File: src/rtl/fifo_pkg.sv
// rtl/fifo_pkg.sv - shared widths and output-mode constants for the parametrised FIFO
package fifo_pkg;

  typedef enum logic {
    FIFO_REG  = 1'b0,
    FIFO_FWFT = 1'b1
  } fifo_mode_e;

  function automatic int cnt_width(input int depth);
    return $clog2(depth + 1);
  endfunction

  function automatic int ptr_width(input int depth);
    return (depth > 1) ? $clog2(depth) : 1;
  endfunction

endpackage

File: src/rtl/fifo_param_if.sv
// rtl/fifo_param_if.sv - push/pop, status and error bundle of the parametrised FIFO
interface fifo_param_if
  import fifo_pkg::*;
#(
  parameter int WIDTH = 32,
  parameter int DEPTH = 4
) ();
  localparam int CW = cnt_width(DEPTH);

  logic             flush;
  logic             write_enable;
  logic [WIDTH-1:0] wdata;
  logic             read_enable;
  logic [WIDTH-1:0] rdata;
  logic             full;
  logic             empty;
  logic             almost_full;
  logic             almost_empty;
  logic [CW-1:0]    count;
  logic             overflow;
  logic             underflow;
  logic             err_clear;

  modport master (
    output flush, write_enable, wdata, read_enable, err_clear,
    input  rdata, full, empty, almost_full, almost_empty, count, overflow, underflow
  );

  modport slave (
    input  flush, write_enable, wdata, read_enable, err_clear,
    output rdata, full, empty, almost_full, almost_empty, count, overflow, underflow
  );

endinterface

File: src/rtl/fifo_ram.sv
// rtl/fifo_ram.sv - DEPTH x WIDTH register file, synchronous write, asynchronous read
module fifo_ram #(
  parameter int WIDTH = 32,
  parameter int DEPTH = 4,
  parameter int AW    = 2
) (
  input  logic             clk,
  input  logic             we,
  input  logic [AW-1:0]    waddr,
  input  logic [WIDTH-1:0] wdata,
  input  logic [AW-1:0]    raddr,
  output logic [WIDTH-1:0] rdata
);

  logic [WIDTH-1:0] mem [DEPTH];

  always_ff @(posedge clk) begin
    if (we) begin
      mem[waddr] <= wdata;
    end
  end

  assign rdata = mem[raddr];

endmodule

File: src/rtl/fifo_param.sv
// rtl/fifo_param.sv - parametrised synchronous FIFO with occupancy flags, sticky errors,
// flush and selectable registered / first-word-fall-through read path
module fifo_param
  import fifo_pkg::*;
#(
  parameter int WIDTH    = 32,
  parameter int DEPTH    = 4,
  parameter int AF_LEVEL = DEPTH - 1,
  parameter int AE_LEVEL = 1,
  parameter int FWFT     = 0
) (
  input logic         clk,
  input logic         rst,
  fifo_param_if.slave bus
);

  localparam int PW = ptr_width(DEPTH);
  localparam int CW = cnt_width(DEPTH);
  localparam logic [PW-1:0] PTR_ONE  = PW'(1);
  localparam logic [CW-1:0] CNT_ONE  = CW'(1);
  localparam logic [CW-1:0] CNT_FULL = CW'(DEPTH);

  logic [PW-1:0]    wptr;
  logic [PW-1:0]    rptr;
  logic [CW-1:0]    count_q;
  logic             overflow_q;
  logic             underflow_q;
  logic             full;
  logic             empty;
  logic             pop_ok;
  logic             push_ok;
  logic             ovf_event;
  logic             unf_event;
  logic             ram_we;
  logic [WIDTH-1:0] ram_rdata;

  assign full      = (count_q == CNT_FULL);
  assign empty     = (count_q == '0);
  assign pop_ok    = bus.read_enable & ~empty;
  assign push_ok   = bus.write_enable & (~full | pop_ok);
  // a flush swallows the cycle's push/pop, so it cannot raise an error either
  assign ovf_event = bus.write_enable & full & ~pop_ok & ~bus.flush;
  assign unf_event = bus.read_enable & empty & ~bus.flush;
  assign ram_we    = push_ok & ~bus.flush & ~rst;

  fifo_ram #(
    .WIDTH(WIDTH),
    .DEPTH(DEPTH),
    .AW   (PW)
  ) u_ram (
    .clk  (clk),
    .we   (ram_we),
    .waddr(wptr),
    .wdata(bus.wdata),
    .raddr(rptr),
    .rdata(ram_rdata)
  );

  always_ff @(posedge clk) begin
    if (rst) begin
      wptr    <= '0;
      rptr    <= '0;
      count_q <= '0;
    end else if (bus.flush) begin
      wptr    <= '0;
      rptr    <= '0;
      count_q <= '0;
    end else begin
      if (push_ok) wptr <= wptr + PTR_ONE;
      if (pop_ok)  rptr <= rptr + PTR_ONE;
      if (push_ok & ~pop_ok) begin
        count_q <= count_q + CNT_ONE;
      end else if (pop_ok & ~push_ok) begin
        count_q <= count_q - CNT_ONE;
      end
    end
  end

  // set wins over err_clear in the same cycle
  always_ff @(posedge clk) begin
    if (rst) begin
      overflow_q  <= 1'b0;
      underflow_q <= 1'b0;
    end else begin
      overflow_q  <= (overflow_q  & ~bus.err_clear) | ovf_event;
      underflow_q <= (underflow_q & ~bus.err_clear) | unf_event;
    end
  end

  generate
    if (FWFT == int'(FIFO_FWFT)) begin : g_fwft
      assign bus.rdata = ram_rdata;
    end else begin : g_reg
      logic [WIDTH-1:0] rdata_q;
      always_ff @(posedge clk) begin
        if (rst) begin
          rdata_q <= '0;
        end else if (bus.flush) begin
          rdata_q <= '0;
        end else if (pop_ok) begin
          rdata_q <= ram_rdata;
        end
      end
      assign bus.rdata = rdata_q;
    end
  endgenerate

  assign bus.count        = count_q;
  assign bus.full         = full;
  assign bus.empty        = empty;
  assign bus.almost_full  = (int'(count_q) >= AF_LEVEL);
  assign bus.almost_empty = (int'(count_q) <= AE_LEVEL);
  assign bus.overflow     = overflow_q;
  assign bus.underflow    = underflow_q;

endmodule

File: src/flat_wrapper.sv
// flat-port wrapper written by rule: the top's interface ports become plain ports
module fifo_param_flat import fifo_pkg::*;
#(
  parameter int WIDTH    = 32,
  parameter int DEPTH    = 4,
  parameter int AF_LEVEL = DEPTH - 1,
  parameter int AE_LEVEL = 1,
  parameter int FWFT     = 0
)
  (clk, rst, bus_flush, bus_write_enable, bus_wdata, bus_read_enable, bus_err_clear, bus_rdata, bus_full, bus_empty, bus_almost_full, bus_almost_empty, bus_count, bus_overflow, bus_underflow);
  fifo_param_if #(.WIDTH(WIDTH), .DEPTH(DEPTH)) bus_i ();
  input logic clk;
  input logic rst;
  input wire logic [$bits(bus_i.flush)-1:0] bus_flush;
  input wire logic [$bits(bus_i.write_enable)-1:0] bus_write_enable;
  input wire logic [$bits(bus_i.wdata)-1:0] bus_wdata;
  input wire logic [$bits(bus_i.read_enable)-1:0] bus_read_enable;
  input wire logic [$bits(bus_i.err_clear)-1:0] bus_err_clear;
  output wire logic [$bits(bus_i.rdata)-1:0] bus_rdata;
  output wire logic [$bits(bus_i.full)-1:0] bus_full;
  output wire logic [$bits(bus_i.empty)-1:0] bus_empty;
  output wire logic [$bits(bus_i.almost_full)-1:0] bus_almost_full;
  output wire logic [$bits(bus_i.almost_empty)-1:0] bus_almost_empty;
  output wire logic [$bits(bus_i.count)-1:0] bus_count;
  output wire logic [$bits(bus_i.overflow)-1:0] bus_overflow;
  output wire logic [$bits(bus_i.underflow)-1:0] bus_underflow;
  assign bus_i.flush = bus_flush;
  assign bus_i.write_enable = bus_write_enable;
  assign bus_i.wdata = bus_wdata;
  assign bus_i.read_enable = bus_read_enable;
  assign bus_i.err_clear = bus_err_clear;
  assign bus_rdata = bus_i.rdata;
  assign bus_full = bus_i.full;
  assign bus_empty = bus_i.empty;
  assign bus_almost_full = bus_i.almost_full;
  assign bus_almost_empty = bus_i.almost_empty;
  assign bus_count = bus_i.count;
  assign bus_overflow = bus_i.overflow;
  assign bus_underflow = bus_i.underflow;
  fifo_param #(.WIDTH(WIDTH), .DEPTH(DEPTH), .AF_LEVEL(AF_LEVEL), .AE_LEVEL(AE_LEVEL), .FWFT(FWFT)) u_core (.clk(clk), .rst(rst), .bus(bus_i));
endmodule
File: config.mk
export PLATFORM = sky130hd
export DESIGN_NAME = fifo_param_flat
export DESIGN_NICKNAME = d
export VERILOG_FILES = /design/src/rtl/fifo_pkg.sv /design/src/rtl/fifo_param_if.sv /design/src/rtl/fifo_ram.sv /design/src/rtl/fifo_param.sv /design/src/flat_wrapper.sv
export SDC_FILE = /design/constraint.sdc
export NUM_CORES = 1
export LEC_CHECK = 0
export ABC_CLOCK_PERIOD_IN_PS = 3400
export BUFFER_PORTS_ARGS = -buffer_cell sky130_fd_sc_hd__buf_2
export CORE_ASPECT_RATIO = 2
export CORE_UTILIZATION = 35
export DETAILED_ROUTE_END_ITERATION = 12
export RECOVER_POWER = 100
export SYNTH_ARGS = -nofsm -noshare
export SYNTH_HDL_FRONTEND = slang
export SYNTH_SLANG_ARGS = --single-unit
File: constraint.sdc
create_clock -name clk -period 3.4 [get_ports clk]
set_input_delay 0.34 -clock clk [delete_from_list [all_inputs] [get_ports clk]]
set_output_delay 0.34 -clock clk [all_outputs]
set_load 0.05 [all_outputs]
; ---- Word-level counts from Yosys, hierarchy flattened
; Memory sizes are Yosys's and may differ from the RTL's. A register that Yosys moved wholly into a read port is not among the register bits.
; Cells that the tools add are included.
; W data, S select, Z words.
[totals]
reg_bits = 9
ramBits = 128
inputBits = 38
output_inout_bits = 41
elab_cells = 43
mem_count = 1
[mem_list]
columns = memory, words, word_bits, rd, rd_clocked_by_memory_dff, write_ports, line_no
row1 = u_core.u_ram.mem, 4, 32, 1, 1, 1, fifo_ram.sv:15  ; logic [WIDTH-1:0] mem [DEPTH];
[classes]
add_sub_neg = 4
magnitude_cmp = 2
eq_ne = 1
mux = 4
n_bitwise = 23
reduce_logical = 3
[ops]
columns = op, count
row1 = $and A1 B1 Y1, 13
row2 = $not A1 Y1, 7
row3 = $mux W3, 2
row4 = $add A2 B1 Y2 const B, 2
row5 = $add A3 B1 Y3 const B, 1
row6 = $eq A3 B3 Y1 const B, 1
row7 = $ge A3 B2 Y1 const B, 1
row8 = $le A3 B1 Y1 const B, 1
row9 = $logic_not A3 Y1, 1
row10 = $or A1 B1 Y1, 3
row11 = $sub A3 B1 Y3 const B, 1
row12 = $mux W1, 2
row13 = $reduce_bool A2 Y1, 1
row14 = $reduce_or A2 Y1, 1

; ---- Longest topological paths before layout
; Gate-level depths: netlist of the first run.
[depth]
depth_word = 9
mapped_depth = 8
depth_no_buf = 8

; ---- Hierarchy
; Synthesis of the first run repeated with hierarchy kept, for this count alone.
[unflattened]
cells_unflattened = 384
hier_area_um2 = 6426.2
[modules_own_cells]
columns = module, n_inst, cells_per_inst, area_per_inst_um2
row1 = fifo_ram, 1, 171, 4689.5
row2 = fifo_param, 1, 213, 1736.7

; ---- Least setup slack after synthesis of the first run
; OpenSTA, ideal clock, no wires.
[synth_path]
path_kind = register -> register
start = register u_core.count_q[0] (netlist: u_core.bus.count[0])
end = memory u_core.u_ram.mem[0][0] (enable)
setup_ps = 392
arrival_ps = 2343
t_required_ps = 3008
setup_slack_ps = 665
path_stages_with_launch = 6
n_path_buf = 0
period_less_slack_ps = 2735
path_cell_list = dfxtp_1 -> inv_1 -> ha_1 -> and3b_1 -> nor2_1 -> and3_1
[synth_via]
elab_chain_cells = 9
word_cells_on_any_way = 11
cone_classes = eq/ne (1) / mux (2) / bitwise (7) / reduce/logical (1)
[synth_lines]
columns = element, line_no
row1 = from (decl), fifo_param.sv:25  ; logic [CW-1:0] count_q;
row2 = from (signal assigned), fifo_param.sv:72  ; count_q <= count_q + CNT_ONE;
row3 = from (signal assigned), fifo_param.sv:74  ; count_q <= count_q - CNT_ONE;
row4 = $logic_not A3 Y1, fifo_param.sv:38  ; assign empty = (count_q == '0);
row5 = $not A1 Y1, fifo_param.sv:39  ; assign pop_ok = bus.read_enable & ~empty;
row6 = $and A1 B1 Y1, fifo_param.sv:39
row7 = $or A1 B1 Y1 (*), fifo_param.sv:40  ; assign push_ok = bus.write_enable & (~full | pop_ok);
row8 = $and A1 B1 Y1 (*), fifo_param.sv:40
row9 = $and A1 B1 Y1 (*) (2 in series), fifo_param.sv:44  ; assign ram_we = push_ok & ~bus.flush & ~rst;
row10 = $mux W1 (*), fifo_ram.sv:18  ; if (we) begin
row11 = $mux W1 (implied by the code) (*), fifo_ram.sv:19  ; mem[waddr] <= wdata;
row12 = to (decl), fifo_ram.sv:15
; Every way passes the cells marked *; elsewhere a longest branch is shown, timed or not.

; ---- Final worst setup path of the first run
[layout_path]
start = register u_core.count_q[0] (netlist: u_core.bus.count[0])
end = register u_core.g_reg.rdata_q[6] (netlist: u_core.bus.rdata[6]), read port of u_core.u_ram.mem
[layout_via]
elab_chain_cells = 3
[layout_lines]
columns = element, line_no
row1 = $logic_not A3 Y1, fifo_param.sv:38
row2 = $not A1 Y1, fifo_param.sv:39
row3 = $and A1 B1 Y1, fifo_param.sv:39
row4 = to (decl), fifo_param.sv:94  ; logic [WIDTH-1:0] rdata_q;
; No other way between the ends.
; A chain may end at the register's enable or synchronous reset.

==> results of run 1 <==
-- layer usage --
layer | wire length (um) | global-route usage | up-vias
met5 | 0 | 0 | -
met4 | 210 | 0.0662 | 0
met3 | 395 | 0.0286 | 12
met2 | 6890 | 0.255 | 66
met1 | 4340 | 0.143 | 1631
li1 | - | - | 1444
-- path summary, 6_finish.rpt --
kind,from,end,slack [ps],cells past startpoint
min reg2reg,u_core.bus.underflow,u_core.bus.underflow,470,2
max reg2reg,u_core.bus.count[0],u_core.bus.rdata[6],760,7
min,rst,u_core.bus.underflow,130,2
max,u_core.bus.count[0],u_core.bus.rdata[6],760,7
-- critical path, cell delays in order (launching register included) --
cell	delay, ps
sky130_fd_sc_hd__dfxtp_1	420
sky130_fd_sc_hd__inv_1	110
sky130_fd_sc_hd__ha_1	250
sky130_fd_sc_hd__nand2b_1	210
sky130_fd_sc_hd__inv_1	150
sky130_fd_sc_hd__nor3_2	870
sky130_fd_sc_hd__buf_4	400
sky130_fd_sc_hd__a22o_1	170
-- cell usage in the layout, fill, tap and decap left out, types with 2 or more instances in the layout --
cell type / Yosys / final
sky130_fd_sc_hd__buf_2: 9 / 5
sky130_fd_sc_hd__inv_6: 0 / 3
sky130_fd_sc_hd__inv_1: 8 / 9
sky130_fd_sc_hd__clkinvlp_4: 0 / 2
sky130_fd_sc_hd__nand2b_1: 1 / 2
sky130_fd_sc_hd__dfxtp_2: 0 / 2
sky130_fd_sc_hd__mux4_2: 23 / 23
sky130_fd_sc_hd__nor2_1: 8 / 8
sky130_fd_sc_hd__mux4_1: 9 / 9
sky130_fd_sc_hd__dfxtp_1: 41 / 39
sky130_fd_sc_hd__clkbuf_16: 0 / 19
sky130_fd_sc_hd__a22o_1: 32 / 32
sky130_fd_sc_hd__clkinv_2: 0 / 4
sky130_fd_sc_hd__a21oi_1: 7 / 7
sky130_fd_sc_hd__and3_2: 0 / 4
sky130_fd_sc_hd__o21ai_0: 5 / 5
sky130_fd_sc_hd__edfxtp_1: 128 / 128
sky130_fd_sc_hd__clkinv_4: 0 / 2
sky130_fd_sc_hd__clkbuf_1: 3 / 73
sky130_fd_sc_hd__nand3_1: 3 / 3
sky130_fd_sc_hd__bufinv_16: 0 / 2
sky130_fd_sc_hd__ha_1: 10 / 10
-- flip-flops by register name, summed over array words and instances (netlist names) --
| name | cells |
|---|---|
| u_core.bus.underflow | 1 |
| u_core.bus.overflow | 1 |
| u_core.wptr | 2 |
| u_core.u_ram.mem | 128 |
| u_core.rptr | 2 |
| u_core.bus.rdata | 32 |
| u_core.bus.count | 3 |
-- synth_stat cells, drive strengths merged --
master,n
dfxtp,41
and3b,1
mux2i,1
nand2b,2
inv,10
buf,13
edfxtp,128
nand3,3
nor2,8
nor3,1
xor2,1
or4,1
o21ai,5
or2,1
o31ai,1
xnor2,1
and3,4
or3,1
clkbuf,3
nand3b,1
mux4,32
o21bai,1
a21oi,8
a22o,32
nor2b,1
o32a,1
ha,10
nand2,1
nor3b,1
and2,1
-- power groups by stage --
| stage | clock network (mW) | registers (mW) | logic, mW |
|---|---|---|---|
| floorplan | 0 | 2.36 | 0.152 |
| global placement | 0 | 2.31 | 0.280 |
| detailed placement | 0 | 2.32 | 0.285 |
| CTS | 2.01 | 2.27 | 0.285 |
| global route | 2.08 | 2.27 | 0.288 |
| finish | 1.96 | 2.27 | 0.265 |
-- cell type report --
class	instances	share of cell area
Clock inverter	13	0.0189
Sequential cell	169	0.634
Clock buffer	19	0.0646
Timing Repair Buffer	80	0.0444
Multi-Input combinational cell	120	0.197
Inverter	10	0.00544
Tap cell	210	0.0357
-- logic make-up after synthesis --
group           after synthesis  synth area share
compound gates               48            0.0598
xor+xnor                      2           0.00280
fa+ha+maj                    10            0.0200
buf+inv                      26            0.0240
flops                       169             0.745
mux                          33             0.122
simple gates                 27            0.0258
-- metrics by stage --
step	utilization	area (um^2)	total power [mW]	hold WS, ps	cells
after floorplan	-	6260	2.51	409	315
after global placement	0.394	6840	2.60	458	589
after detailed placement	0.394	6840	2.60	456	589
after CTS	0.430	7460	4.57	110	621
after global routing	0.424	7360	4.64	121	621
final	0.424	7360	4.50	131	621
==> results.txt, run 1 <==
----------------------------------------------------
[Final layout]
  Fill count ... approximately 1600
  Post-layout nets ... 446
  Area Growth Syn to Fin ... 17.6%
  Area taken by flip-flops and latches ... about 4700 um^2
  Multi-input combinational cell area ... approximately 1400 um^2
  Number of antenna cells inserted ... 0
  Fraction of final layout cells sized beyond drive strength 1 ... 0.173

[Clock network]
  Hold buffers post-CTS ... 0
  CTS Buf Count ... 17
  TritonCTS Sinks ... 169
  Count of buffers added by post-CTS timing repair for setup ... 0
  Clock-pin slew on the worst setup and hold paths ... ~60 ps
  TritonCTS clock tree ... done
  Depth of the CTS H-tree ... 4
  Clock latency reported for the late side of the worst-skew pair ... about 420 ps
  CTS Root Buffer Type ... sky130_fd_sc_hd__clkbuf_16
  Number of instances resized during post-cts repair ... 0
  Largest buffer count on any clock path ... 2

[Pwr]
  Worst vdd ir ... 332 uV
  Sequential group share of total power ... 0.505
  Comb power frac ... 0.059
  Clock share of power ... 0.436
  Net switching component of the power ... 0.995 mW
  Switching Fraction ... 0.221
  Cell-internal power ... 3.51 mW
  Power per unit of standard cell area ... slightly above 600 nW/um^2
  Static power due to leakage ... about 2.4 nW

[Timing]
  Worst slew margin relative to its limit ... 0.278
  Final-report hold violation count ... 0
  Number of setup violations in the final report ... 0
  Worst-Margin Slew ... ~1100 ps
  Final TNS setup ... 0 ps
  Post-layout min period ... approximately 2600 ps
  Setup repair after global routing missed its margin ... false
  Post-route clock period utilization ... 0.777
  Clock skew after layout ... approximately 9.1 ps
  Maximum frequency from static timing analysis ... 0.379 GHz
  Slack of the critical path ... 758 ps
  Max-slew violations ... 0

[Floorplan]
  Chip height ... approximately 190 um
  Initial standard-cell utilization of the core ... 0.361
  Area of the die ... ~18000 um^2
  Die Wd ... 96.5 um
  Floorplan Core Area ... 17400 um^2
  FP Rows ... just under 70
  Top-level I/O count ... 79

[Synth]
  Cell variety after synth ... 37
  Total nets after synthesis ... about 360
  Area share of the leading cell type in the synthesized netlist ... 0.614
  Yosys synthesis warning count ... 0
  Seq/Total Area, Yosys ... 0.745
  Synthesized area per cell ... roughly 20 um^2
  Largest cells by area after synthesis ... sky130_fd_sc_hd__edfxtp_1, sky130_fd_sc_hd__dfxtp_1, sky130_fd_sc_hd__mux4_2, sky130_fd_sc_hd__a22o_1, sky130_fd_sc_hd__mux4_1
  Count of state elements after synthesis ... roughly 170
  Cell type with the highest aggregate area in the netlist ... sky130_fd_sc_hd__edfxtp_1
  Post-Syn Instances ... between 300 and 400
  Cell area after synthesis ... 6260 um^2

[Global route]
  First-pass GRT wire length ... about 18 mm
  GRT Residual Overflow ... 0
  Via count of the first global-routing pass ... around 3400
  Initial antenna violation count ... 0
  Total Routing Usage GR ... 0.138
  Largest net degree at the start of global routing ... 35

[Job]
  Maximum Capacitance Violations ... 0

[Placed design]
  Number of port buffers ... 78
  Worst setup timing slack at the placement stage ... 910 ps
  Weighted congestion at the end of routability-driven global placement ... about 0.76
  Final HPWL from detailed placement ... 7.50 mm

[Status]
  Status ... finished, final reports clean

[Setup path]
  Arr. time, crit path ... approximately 3000 ps
  Critical Path Sink Type ... flip-flop
  Data required, critical path ... ~3800 ps
  CP Launch Type ... flip-flop
  Largest driver fanout on the critical path ... 18
  Crit path kind ... reg -> reg

[Routing]
  Number of antenna-violating nets in the routed design ... 0
  Initial DRT Pass Iterations ... 4
  Via count ... roughly 3200
  Number of violations reported at the end of detailed-routing iteration 0 ... 172
  Average detailed-routed wire length per instance ... around 19 um
  Number of vias per cell ... 5.08
  DRC violation count after routing ... 0
  WL final ... ~12 mm

[Hold path]
  Worst min-delay path category ... in -> reg

----------------------------------------------------
No activity file was read; power rests on OpenSTA's default activity.
==> inputs of run 2 (changes only) <==
Settings changed: ABC_CLOCK_PERIOD_IN_PS 3400 to 2400.
Clock period 3.4 ns to 2.4 ns, I/O delays scaled along.
==> run 2 against run 1 <==
- utilization grew 0.75 points
- sequential share of layout area fell by 1.1 points
- critical endpoint is now u_core.u_ram.mem[3][20]
- largest power group unchanged
- worst hold slack worse by 56 ps
- count of clock-buffer cells in the layout is the same
- maximum frequency increased by 22%
- register-to-register slack worse by 530 ps
- clock skew is 3.9 ps lower
- critical path type unchanged
- flip-flop and latch count is the same
- via count is 0.76% higher
- total power grew 45%
- final cell count increased by 1.4%
- critical path depth shrank 1
==> results.txt, run 2 (same netlist as run 1, synthesis figures left out) <==
----------------------------------------------------
[Clock network]
  Count of buffers added by post-CTS timing repair for setup ... 0 (unchanged)
  Number of instances resized during post-cts repair ... 0 (unchanged)
  Largest buffer count on any clock path ... 2 (unchanged)
  Clock-pin slew on the worst setup and hold paths ... 60 ps (about the same)
  TritonCTS Sinks ... 169 (unchanged)
  CTS Buf Count ... 17 (unchanged)
  TritonCTS clock tree ... done (unchanged)
  CTS Root Buffer Type ... sky130_fd_sc_hd__clkbuf_16 (unchanged)
  Clock latency reported for the late side of the worst-skew pair ... 420 ps (about the same)
  Hold buffers post-CTS ... 1 (was 0)
  Depth of the CTS H-tree ... 4 (unchanged)

[Setup path]
  Arr. time, crit path ... 2290 ps (was 3000 ps)
  Crit path kind ... reg -> reg (unchanged)
  Data required, critical path ... 2530 ps (was 3760 ps)
  R2R depth ... 6 (was 7)
  Largest driver fanout on the critical path ... 9 (was 18)
  Reg-to-reg critical path endpoint ... u_core.u_ram.mem[3][20] (was u_core.bus.rdata[6])
  Critical Path Sink Type ... flip-flop (unchanged)
  CP Launch Type ... flip-flop (unchanged)
  Critical register-to-register path startpoint ... u_core.bus.count[0] (unchanged)
  Reg2Reg Setup Slack ... 230 ps (was 760 ps)

[Hold path]
  Number of cells traversed by the worst hold path ... 1 (was 2)
  Min-Delay Startpoint ... bus_wdata[29] (was rst)
  Worst hold path endpoint ... u_core.u_ram.mem[1][29] (was u_core.bus.underflow)
  Worst min-delay path category ... in -> reg (unchanged)

[Status]
  Status ... finished, final reports clean (unchanged)

[Floorplan]
  Area of the die ... 18400 um^2 (unchanged)
  Top-level I/O count ... 79 (unchanged)
  Floorplan Core Area ... 17400 um^2 (unchanged)
  FP Rows ... 68 (unchanged)
  Die Wd ... 96.5 um (unchanged)
  Chip height ... 191 um (unchanged)
  Initial standard-cell utilization of the core ... 0.361 (unchanged)

[Timing]
  Number of setup violations in the final report ... 0 (unchanged)
  Maximum frequency from static timing analysis ... 0.461 GHz (was 0.379 GHz)
  Max-slew violations ... 0 (unchanged)
  Worst slew margin relative to its limit ... 0.401 (was 0.278)
  Post-route clock period utilization ... 0.903 (was 0.777)
  Clock skew after layout ... 5.20 ps (was 9.08 ps)
  Post-layout min period ... 2170 ps (was 2640 ps)
  Final-report hold violation count ... 0 (unchanged)
  Final TNS setup ... 0 ps (unchanged)
  Setup repair after global routing missed its margin ... false (unchanged)
  Worst-Margin Slew ... 898 ps (was 1080 ps)
  Post-route worst hold slack ... 75.1 ps (was 131 ps)

[Global route]
  Total Routing Usage GR ... 0.146 (was 0.138)
  Initial antenna violation count ... 0 (unchanged)
  Largest net degree at the start of global routing ... 35 (unchanged)
  Via count of the first global-routing pass ... 3456 (was 3359)
  First-pass GRT wire length ... 19.1 mm (was 17.9 mm)
  GRT Residual Overflow ... 0 (unchanged)

[Pwr]
  Clock share of power ... 0.446 (was 0.436)
  Power per unit of standard cell area ... 870 nW/um^2 (was 612 nW/um^2)
  Net switching component of the power ... 1.36 mW (was 0.995 mW)
  Switching Fraction ... 0.209 (was 0.221)
  Total power of the final layout ... 6.51 mW (was 4.50 mW)
  Cell-internal power ... 5.15 mW (was 3.51 mW)
  Worst vdd ir ... 433 uV (was 332 uV)
  Comb power frac ... 0.061 (was 0.059)
  Sequential group share of total power ... 0.493 (was 0.505)
  Static power due to leakage ... 2.46 nW (was 2.40 nW)

[Routing]
  WL final ... 12.1 mm (was 11.8 mm)
  Number of vias per cell ... 5.04 (was 5.08)
  Number of violations reported at the end of detailed-routing iteration 0 ... 195 (was 172)
  Via count ... 3177 (was 3153)
  Average detailed-routed wire length per instance ... 19.3 um (was 19.1 um)
  Number of antenna-violating nets in the routed design ... 0 (unchanged)
  DRC violation count after routing ... 0 (unchanged)
  Initial DRT Pass Iterations ... 4 (unchanged)

[Final layout]
  Utilization after layout ... 0.431 (was 0.424)
  Area Growth Syn to Fin ... 19.7% (was 17.6%)
  Most frequent standard cell in the layout excluding fill and tap cells ... sky130_fd_sc_hd__edfxtp_1 (unchanged)
  Register with the most flip-flops ... u_core.u_ram.mem (unchanged)
  Number of antenna cells inserted ... 0 (unchanged)
  Fraction of final layout cells sized beyond drive strength 1 ... 0.183 (was 0.173)
  Post-layout nets ... 455 (was 446)
  Flip-flop count of the largest register after layout ... 128 (unchanged)
  Commonest cells after routing, fill and taps aside ... sky130_fd_sc_hd__edfxtp_1, sky130_fd_sc_hd__clkbuf_1, sky130_fd_sc_hd__dfxtp_1 (unchanged)

[Placed design]
  Weighted congestion at the end of routability-driven global placement ... 0.694 (was 0.762)
  Final HPWL from detailed placement ... 7.80 mm (was 7.50 mm)
  Number of port buffers ... 78 (unchanged)

[Job]
  Maximum Capacitance Violations ... 0 (unchanged)

----------------------------------------------------
## run 2: cell types whose count changed in the layout (fill, tap and decap cells not counted), sizes merged
cell         delta
dlygate4sd3     +1
bufinv          +3
buf             +7
inv             -3
clkbuf          +1
## run 2: layer usage
layer / wire length (um) / vias up / track usage
met2: 6750 / 71 / 0.254
met5: 0 / - / 0
met1: 4670 / 1632 / 0.165
li1: - / 1462 / -
met3: 483 / 12 / 0.0402
met4: 230 / 0 / 0.0605
## run 2: power groups by stage
| stage | registers, mW | logic, mW | clock network (mW) |
|---|---|---|---|
| 2_1_floorplan | 3.34 | 0.216 | 0 |
| 3_3_place_gp | 3.27 | 0.416 | 0 |
| 3_5_place_dp | 3.27 | 0.425 | 0 |
| 4_1_cts | 3.21 | 0.428 | 2.97 |
| 5_1_grt | 3.21 | 0.432 | 3.07 |
| 6_report | 3.21 | 0.400 | 2.90 |
## run 2: area by class of cell
type                       count  area [um^2]
inverter                      10         40.0
sequential                   169         4670
timing repair buffer          89          430
clock inverter                13          201
tap                          210          263
multi-input combinational    120         1450
fill                        1556         9870
clock buffer                  19          433
## run 2: how the worst max path moves through the flow
stage / startpoint / end / slack, ps
2_1_floorplan: u_core.bus.count[0] / u_core.u_ram.mem[1][0] / -5
3_3_place_gp: u_core.bus.count[0] / u_core.u_ram.mem[3][29] / 360
3_5_place_dp: u_core.bus.count[0] / u_core.u_ram.mem[3][7] / 220
4_1_cts: u_core.bus.count[0] / u_core.u_ram.mem[3][20] / 200
5_1_grt: u_core.bus.count[0] / u_core.u_ram.mem[3][30] / 60
6_report: u_core.bus.count[0] / u_core.u_ram.mem[3][20] / 230
## run 2: through the flow
stage / setup WS (ps) / area (um^2) / std cells
final: 233 / 7490 / 630
after global routing: 60.1 / 7490 / 630
after CTS: 197 / 7600 / 630
after detailed placement: 219 / 6950 / 597
after global placement: 359 / 6950 / 597
after floorplan: -4.97 / 6260 / 315
## run 2: worst max-delay path, stage by stage, from the launching register on
cell                      delay (ps)
sky130_fd_sc_hd__dfxtp_1         420
sky130_fd_sc_hd__inv_1           120
sky130_fd_sc_hd__ha_1            250
sky130_fd_sc_hd__and3b_1         200
sky130_fd_sc_hd__nor2_1          230
sky130_fd_sc_hd__and3_2          420
sky130_fd_sc_hd__buf_4           230
